<file path="config.mk">
export PLATFORM = sky130hd
export DESIGN_NAME = lsu_ctrl
export DESIGN_NICKNAME = d
export VERILOG_FILES = /design/src/rtl/lsu_pkg.sv /design/src/rtl/lsu_lane_swap.sv /design/src/rtl/lsu_ctrl.sv
export SDC_FILE = /design/constraint.sdc
export NUM_CORES = 1
export LEC_CHECK = 0
export BUFFER_PORTS_ARGS = -buffer_cell sky130_fd_sc_hd__buf_4
export CORE_ASPECT_RATIO = 1.25
export CORE_MARGIN = 4
export CORE_UTILIZATION = 47
export DETAILED_ROUTE_END_ITERATION = 10
export GPL_ROUTABILITY_DRIVEN = 0
export GPL_TIMING_DRIVEN = 0
export PLACE_DENSITY = 0.76
export SLEW_MARGIN = 20
export SYNTH_ARGS = -nofsm -noshare
export SYNTH_HDL_FRONTEND = slang
export SYNTH_SLANG_ARGS = --single-unit
</file>
<file path="constraint.sdc">
create_clock -name clk -period 1.8 [get_ports clk]
set_clock_uncertainty 0.2 [all_clocks]
set_input_delay 0.18 -clock clk [delete_from_list [all_inputs] [get_ports clk]]
set_output_delay 0.18 -clock clk [all_outputs]
set_load 0.03 [all_outputs]
</file>
<file path="src/rtl/lsu_pkg.sv">
// Shared definitions for the load/store controller: access-size encoding,
// controller states and the default data RAM depth.
package lsu_pkg;

    localparam logic [1:0] SZ_B = 2'd0;
    localparam logic [1:0] SZ_H = 2'd1;
    localparam logic [1:0] SZ_W = 2'd2;

    localparam int LSU_MEM_BYTES = 4096;

    typedef enum logic [2:0] {
        IDLE,
        LOAD,
        RMW_RD,
        WRITE,
        RESP,
        ERR
    } lsu_state_e;

endpackage

</file>
<file path="src/rtl/lsu_lane_swap.sv">
// Byte-lane conversion between core little-endian data and RAM packing,
// where the byte at the access address sits in bits [31:24] of the RAM word.
module lsu_lane_swap
    import lsu_pkg::*;
(
    input  logic [1:0]  size,
    input  logic        uns,
    input  logic [31:0] r_data,
    input  logic [31:0] wdata,
    input  logic [31:0] old_data,
    output logic [31:0] ld_data,
    output logic [31:0] st_data
);

    // Right-justify the addressed bytes and extend them to a full word.
    function automatic logic [31:0] load_extract(input logic [1:0] sz,
                                                 input logic u,
                                                 input logic [31:0] r);
        logic signed [7:0]  b;
        logic signed [15:0] h;
        logic [31:0]        res;
        b = r[31:24];
        h = {r[23:16], r[31:24]};
        case (sz)
            SZ_B:    res = u ? {24'd0, b} : 32'(b);
            SZ_H:    res = u ? {16'd0, h} : 32'(h);
            default: res = {r[7:0], r[15:8], r[23:16], r[31:24]};
        endcase
        return res;
    endfunction

    // Place store bytes in RAM order; untouched lanes keep the old RAM word.
    function automatic logic [31:0] store_merge(input logic [1:0] sz,
                                                input logic [31:0] d,
                                                input logic [31:0] o);
        logic [31:0] res;
        case (sz)
            SZ_B:    res = {d[7:0], o[23:0]};
            SZ_H:    res = {d[7:0], d[15:8], o[15:0]};
            default: res = {d[7:0], d[15:8], d[23:16], d[31:24]};
        endcase
        return res;
    endfunction

    // Pure lane steering; no state here.
    always_comb begin
        ld_data = load_extract(size, uns, r_data);
        st_data = store_merge(size, wdata, old_data);
    end

endmodule

</file>
<file path="src/rtl/lsu_ctrl.sv">
// Load/store controller in front of the byte-addressed data RAM. Serves one
// request at a time; sub-word stores read the RAM word first so that the
// neighbouring bytes are written back unchanged.
module lsu_ctrl
    import lsu_pkg::*;
#(
    parameter int ADDR_WIDTH = 32,
    parameter int DATA_WIDTH = 32,
    parameter int MEM_BYTES  = LSU_MEM_BYTES
) (
    input  logic                  clk,
    input  logic                  rst_n,
    input  logic                  req_valid,
    output logic                  req_ready,
    input  logic                  req_we,
    input  logic [1:0]            req_size,
    input  logic                  req_unsigned,
    input  logic [ADDR_WIDTH-1:0] req_addr,
    input  logic [DATA_WIDTH-1:0] req_wdata,
    output logic                  resp_valid,
    output logic [DATA_WIDTH-1:0] resp_rdata,
    output logic                  resp_err,
    output logic [ADDR_WIDTH-1:0] ram_r_addr,
    input  logic [DATA_WIDTH-1:0] ram_r_data,
    output logic [ADDR_WIDTH-1:0] ram_w_addr,
    output logic [DATA_WIDTH-1:0] ram_w_data,
    output logic                  ram_we
);

    lsu_state_e state, state_nxt;

    logic [ADDR_WIDTH-1:0] addr_q;
    logic [1:0]            size_q;
    logic                  we_q;
    logic                  uns_q;
    logic [DATA_WIDTH-1:0] wdata_q;
    logic [DATA_WIDTH-1:0] old_q;
    logic [DATA_WIDTH-1:0] rdata_q;
    logic [ADDR_WIDTH-1:0] w_addr_q;
    logic [DATA_WIDTH-1:0] w_data_q;
    logic [DATA_WIDTH-1:0] ld_data;
    logic [DATA_WIDTH-1:0] st_data;
    logic                  accept;
    logic                  req_bad;

    assign accept  = (state == IDLE) && req_valid;
    // The RAM always returns four bytes, so the last legal address is MEM_BYTES-4.
    assign req_bad = (req_size == 2'd3) || (req_addr > ADDR_WIDTH'(MEM_BYTES - 4));

    lsu_lane_swap u_lane_swap (
        .size     (size_q),
        .uns      (uns_q),
        .r_data   (ram_r_data),
        .wdata    (wdata_q),
        .old_data (old_q),
        .ld_data  (ld_data),
        .st_data  (st_data)
    );

    // State register.
    always_ff @(posedge clk or negedge rst_n) begin
        if (!rst_n) state <= IDLE;
        else        state <= state_nxt;
    end

    // Request capture, load result, RMW old word and held RAM write port values.
    always_ff @(posedge clk or negedge rst_n) begin
        if (!rst_n) begin
            addr_q   <= '0;
            size_q   <= '0;
            we_q     <= 1'b0;
            uns_q    <= 1'b0;
            wdata_q  <= '0;
            old_q    <= '0;
            rdata_q  <= '0;
            w_addr_q <= '0;
            w_data_q <= '0;
        end else begin
            if (accept) begin
                addr_q  <= req_addr;
                size_q  <= req_size;
                we_q    <= req_we;
                uns_q   <= req_unsigned;
                wdata_q <= req_wdata;
            end
            if (state == LOAD)   rdata_q <= ld_data;
            if (state == RMW_RD) old_q   <= ram_r_data;
            if (state == WRITE) begin
                w_addr_q <= addr_q;
                w_data_q <= st_data;
            end
        end
    end

    // Next-state and state-decoded handshake / RAM strobes.
    always_comb begin
        state_nxt  = state;
        req_ready  = 1'b0;
        resp_valid = 1'b0;
        resp_err   = 1'b0;
        ram_we     = 1'b0;
        case (state)
            IDLE: begin
                req_ready = 1'b1;
                if (req_valid) begin
                    if (req_bad)             state_nxt = ERR;
                    else if (!req_we)        state_nxt = LOAD;
                    else if (req_size == SZ_W) state_nxt = WRITE;
                    else                     state_nxt = RMW_RD;
                end
            end
            LOAD:   state_nxt = RESP;
            RMW_RD: state_nxt = WRITE;
            WRITE: begin
                ram_we    = 1'b1;
                state_nxt = RESP;
            end
            RESP: begin
                resp_valid = 1'b1;
                state_nxt  = IDLE;
            end
            ERR: begin
                resp_valid = 1'b1;
                resp_err   = 1'b1;
                state_nxt  = IDLE;
            end
            default: state_nxt = IDLE;
        endcase
    end

    // The write port shows live values only while writing, and holds them otherwise.
    assign ram_r_addr = addr_q;
    assign ram_w_addr = ram_we ? addr_q  : w_addr_q;
    assign ram_w_data = ram_we ? st_data : w_data_q;
    assign resp_rdata = (state == RESP && !we_q) ? rdata_q : '0;

endmodule

</file>
# Word-level counts from Yosys, hierarchy flattened
# Index checks and enable logic that the tools add are counted.
# classes
magnitude_cmp	1
n_eq_ne	9
mux	16
reduce_logical	8
# op_table
cell	n
2-to-1 mux 32 bit	5
case mux 32 bit (2 select lines)	1
case mux 24 bit (2 select lines)	1
> comparator 32 x 12 -> 1 bit (second input constant)	1
case mux 3 bit (3 select lines)	1
equality test 3 x 2 -> 1 bit (second input constant)	2
equality test 3 bit (second input constant)	2
2-to-1 mux 3 bit	2
2-to-1 mux 1 bit	5
equality test 2 bit (second input constant)	2
OR reduction 2 bit	2
equality test 3 x 1 -> 1 bit (second input constant)	1
zero test 3 bit	1
equality test 2 x 1 -> 1 bit (second input constant)	1
logical AND 1 bit	2
zero test 2 bit	1
2-to-1 mux 2 bit	1
!= test 2 bit (second input constant)	1
zero test 1 bit	1
logical OR 1 bit	1
# word_totals
regBits	191
input_bits	103
output_inout_bits	132
word_cells	44

# Logic depth before layout (Yosys ltp)
# depth
word_depth	6
ltp_mapped	7
ltp_nobuf	4

# Cells and area by module
# From an unflattened synthesis, not the netlist that was laid out.
# unflattened
hier_cells	713
hier_area_um2	8650.8
# by_module_without_submodules
mod	n_inst	cells_per_inst	area_each_um2	seq_area_each_um2
lsu_ctrl	1	620	7903.8	4979.8
lsu_lane_swap	1	93	747.0	0.0

# Worst setup path before layout
# OpenSTA, ideal clock, no wires.
# synth_path
path_type	register to output
from	register state[1]
to	output port resp_rdata[10]
arrival_time_ps	1863
required_ps	1420
setup_slack_ps	-443
stages_incl_launch_ff	6
n_path_buf	2
path_cell_list	dfrtp_1 buf_4 nor2b_1 nor3b_2 clkbuf_1 and2_1
# synth_between
elab_chain_len	3
# synth_rtl
element	line	rtl
from (decl)	lsu_ctrl.sv:30	lsu_state_e state, state_nxt;
from (signal assigned)	lsu_ctrl.sv:63	else state <= state_nxt;
equality test 3 bit	lsu_ctrl.sv:135	assign resp_rdata = (state == RESP && !we_q) ? rdata_q : '0;
logical AND 1 bit	lsu_ctrl.sv:135	
2-to-1 mux 32 bit	lsu_ctrl.sv:135	
to (decl)	lsu_ctrl.sv:21	output logic [DATA_WIDTH-1:0] resp_rdata,
# Every way passes these cells.

# Final worst setup path
# layout_path
from	register state[2]
to	output port ram_w_addr[21]
# layout_between
elab_chain_len	3
# layout_rtl
element	line	rtl
equality test 3 x 2 -> 1 bit	lsu_ctrl.sv:102	case (state)
2-to-1 mux 1 bit	lsu_ctrl.sv:102	
2-to-1 mux 32 bit	lsu_ctrl.sv:133	assign ram_w_addr = ram_we ? addr_q : w_addr_q;
to (decl)	lsu_ctrl.sv:25	output logic [ADDR_WIDTH-1:0] ram_w_addr,
# Every way passes these cells.

==> impl_metrics.yaml <==
outcome:
  outcome: "complete, but fails checks"
  violations: "setup timing"
sta:
  maxSlewViolCount: 0
  fin_crit_ns: 2.35
  worstMarginPinSlew_ns: 0.490
  max_slew_margin_pct: 67.3
  fin_ws_ns: -0.550
  rsz0062_at_grt: "yes"
  fin_crit_sh_pct: 131
  setup_viol: 226
  fmax_ghz: 0.425
  hold_violations: 0
power:
  power_w: 0.0147
  vdd_ir_drop_max_mv: 0.793
  pwr-share-clk_pct: 27.4
  intPower_w: 0.00976
  p_sw_share_pct: 33.5
  p_per_area_nw_per_um2: 997
  p_comb_share_pct: 32.8
  leakagePower_nw: 7.07
  power_frac_seq_pct: 39.8
  p_sw_w: 0.00491
route:
  via_per_inst: 5.62
  via_count: 7532
  wl_per_cell_um: 26.0
  wl_um: 34800
  initialDrtViolationCount: 585
  ant_nets: 0
  drt_pre_antenna_iters: 7
  route.detailed.drc: 0
critical_path:
  required_ns: 1.42
  critPathMaxFanout: 8
  worst_setup_path_end_kind: "primary output"
  start_kind: "flip-flop"
  crit_family: "buffers and inverters"
  slowest_delay_ns: 0.44
  crit_top_cell: "buf_6"
  crit_chain: "nand3b_1 -> buf_6 -> clkinv_8 -> clkbuf_8 -> nand2_1 -> nand2_4 -> buf_6"
  path_buf_inv: 4
  r2r_slack_ns: -0.41
  crit_arrival_ns: 1.97
  timing.rr.end: "ram_r_addr[11]"
  rr_worst_depth: 8
  slowest_stage: "dfrtp_1"
  criticalPathCategory: "flip-flop to primary output"
  critPathLaunch: "state[2]"
  reg2reg_from: "state[2]"
logic_synthesis:
  synth_seq_cells: 191
  syn_area_um2: 7920
  ys_seq_area_share_pct: 60.4
  synth_top_cells_by_area: "dfrtp_1 (60%), mux2_2 (11%), nand2_1 (7.7%)"
  synth.avg_cell_area_um2: 12.0
  synth_most_common_cell: "dfrtp_1"
  yosysWarnings: 0
  synthCells: 662
  async_reset_ff_share_pct: 100
  ys.flop_type: "dfrtp_1"
  yosys.area.top_type_share_pct: 60.4
  ys_top_cells_by_count: "dfrtp_1 (191), nand2_1 (162), mux2_2 (80)"
  synth_edf_count: 0
  synth_cell_types: 32
  synth.largest_area_cell: "dfrtp_1"
  synth_fp_nets: 765
clock_tree:
  clock_tree.root_cell: "clkbuf_16"
  cts.clk_slew.worst_paths_ns: 0.06
  clk_latency_ns: 0.43
  cts_tree: "yes"
  cts.sinks: 191
  htreeDepth: 4
  clk_path_buf_depth: 2
  cts_buffers: 17
die:
  ios: 235
  die_h_um: 153
  rows: 52
  start_util_pct: 48.3
  core-area_um2: 16400
  chipWidth_um: 124
  dieArea_um2: 19000
global_route:
  grt_util_all_layers_pct: 28.6
  grt_pass1_wl_um: 41200
  overflow: 0
  antenna_found_initial: 2
  grt_pass1_vias: 7613
  grt_max_degree: 99
hold_path:
  hold_class: "input port to flip-flop"
  holdPathEnd: "state[0]"
  worstHoldStart: "req_addr[16]"
  hold_path_depth: 5
final_layout:
  multiInputGateArea_um2: 4110
  area_growth_pct: 85.8
  regArea_um2: 4780
  fillCellCount: 600
  nNetsFinal: 1212
  drive_gt1_share_pct: 62.4
  stdcell_count: 1340
place:
  placedCellCount: 1114
  port_buffers: 234
  dp_hpwl_um: 15300
run:
  cap_viol_max_count: 0
-- power groups by stage --
stage | combinational [W] | clock, W | sequential, W
2_1_floorplan | 0.00181 | 0 | 0.00592
3_5_place_dp | 0.00337 | 0 | 0.00563
6_report | 0.00482 | 0.00402 | 0.00583
3_3_place_gp | 0.00329 | 0 | 0.00560
4_1_cts | 0.00425 | 0.00398 | 0.00559
5_1_grt | 0.00500 | 0.00420 | 0.00587
-- metal layers --
metal / GRT usage [%] / up-vias / share of wire (%)
met2: 49.5 / 418 / 53
met5: 0 / - / 0
li1: - / 3107 / -
met3: 5.51 / 152 / 5.5
met1: 32.9 / 3855 / 35
met4: 15.6 / 0 / 6.4
-- placed cells by master, fill, tap and decap left out, drive strengths merged --
cell type	netlist	final
bufinv	0	3
nor4	5	5
clkinv	0	5
nor3b	4	4
clkinvlp	0	3
o211ai	1	1
o31a	1	1
a21boi	1	1
nand3b	1	1
a211oi	1	1
o21ai	24	24
dlygate4sd3	0	103
buf	24	349
or2	1	1
inv	2	5
nand3	1	1
nand2	162	162
a41o	1	1
mux2i	25	25
nor2	26	26
diode	0	2
mux2	100	100
nand4	2	2
dfrtp	191	191
clkbuf	15	33
nor3	5	5
a21oi	34	34
and2	34	34
nor2b	1	1
-- flip-flops by register name (all words and copies together) (netlist names), 2 cells and up --
signal / cells
old_q: 24
ram_r_addr: 32
rdata_q: 32
size_q: 2
state: 3
w_addr_q: 32
w_data_q: 32
wdata_q: 32
-- final cells by class --
class                      count  share of cell area, %
sequential                   191                   32.5
timing repair buffer         431                   29.8
multi-input combinational    430                   27.9
buffer                        36                   3.56
clock buffer                  18                   2.99
tap                          216                   1.84
clock inverter                14                   1.23
inverter                       2                  0.153
antenna                        2                 0.0340
-- kinds of logic after synthesis --
group | share of synthesized area [%]
AO/OA/AOI/OAI | 4.19
buffers and inverters | 3.37
flip-flops | 60.4
multiplexers | 18.3
AND/OR/NAND/NOR | 13.7
-- stage by stage --
step / util, % / setup WS, ns / hold slack (ns) / cell area (µm²) / TNS [ns]
global route: 89.7 / -0.597 / 0.104 / 14700 / -80.89
floorplan: - / -0.214 / -0.316 / 8090 / -11.47
CTS: 80.6 / -0.461 / 0.134 / 13200 / -55.09
finish: 89.7 / -0.550 / 0.105 / 14700 / -72.14
global placement: 61.7 / -0.911 / 0.213 / 10100 / -202.94
detailed placement: 62.1 / -0.380 / -0.243 / 10200 / -35.22
-- worst min-delay path, delay by kind of cell --
family	cells	cell delay (ns)
compound gates	1	0.15
buf+inv	1	0.09
simple gates	3	0.25
-- what timing repair did --
action                                 CTS  global route
pin swaps                               37            85
gates cloned                            12            11
buffers inserted                        28            41
setup endpoints to repair              261           226
endpoints found under the hold margin  225             0
hold buffers                           103             0
gates resized for setup                283           272
-- worst max path at each step --
stage / cells after the start / to / slack (ns)
after floorplan: 7 / ram_r_addr[11] / -0.21
after global placement: 1 / ram_r_addr[17] / -0.91
after detailed placement: 6 / ram_w_data[9] / -0.38
after CTS: 6 / ram_w_data[9] / -0.46
after global routing: 7 / ram_w_addr[21] / -0.60
final: 7 / ram_w_addr[21] / -0.55
Note: power is estimated with default switching activity, not from simulation.
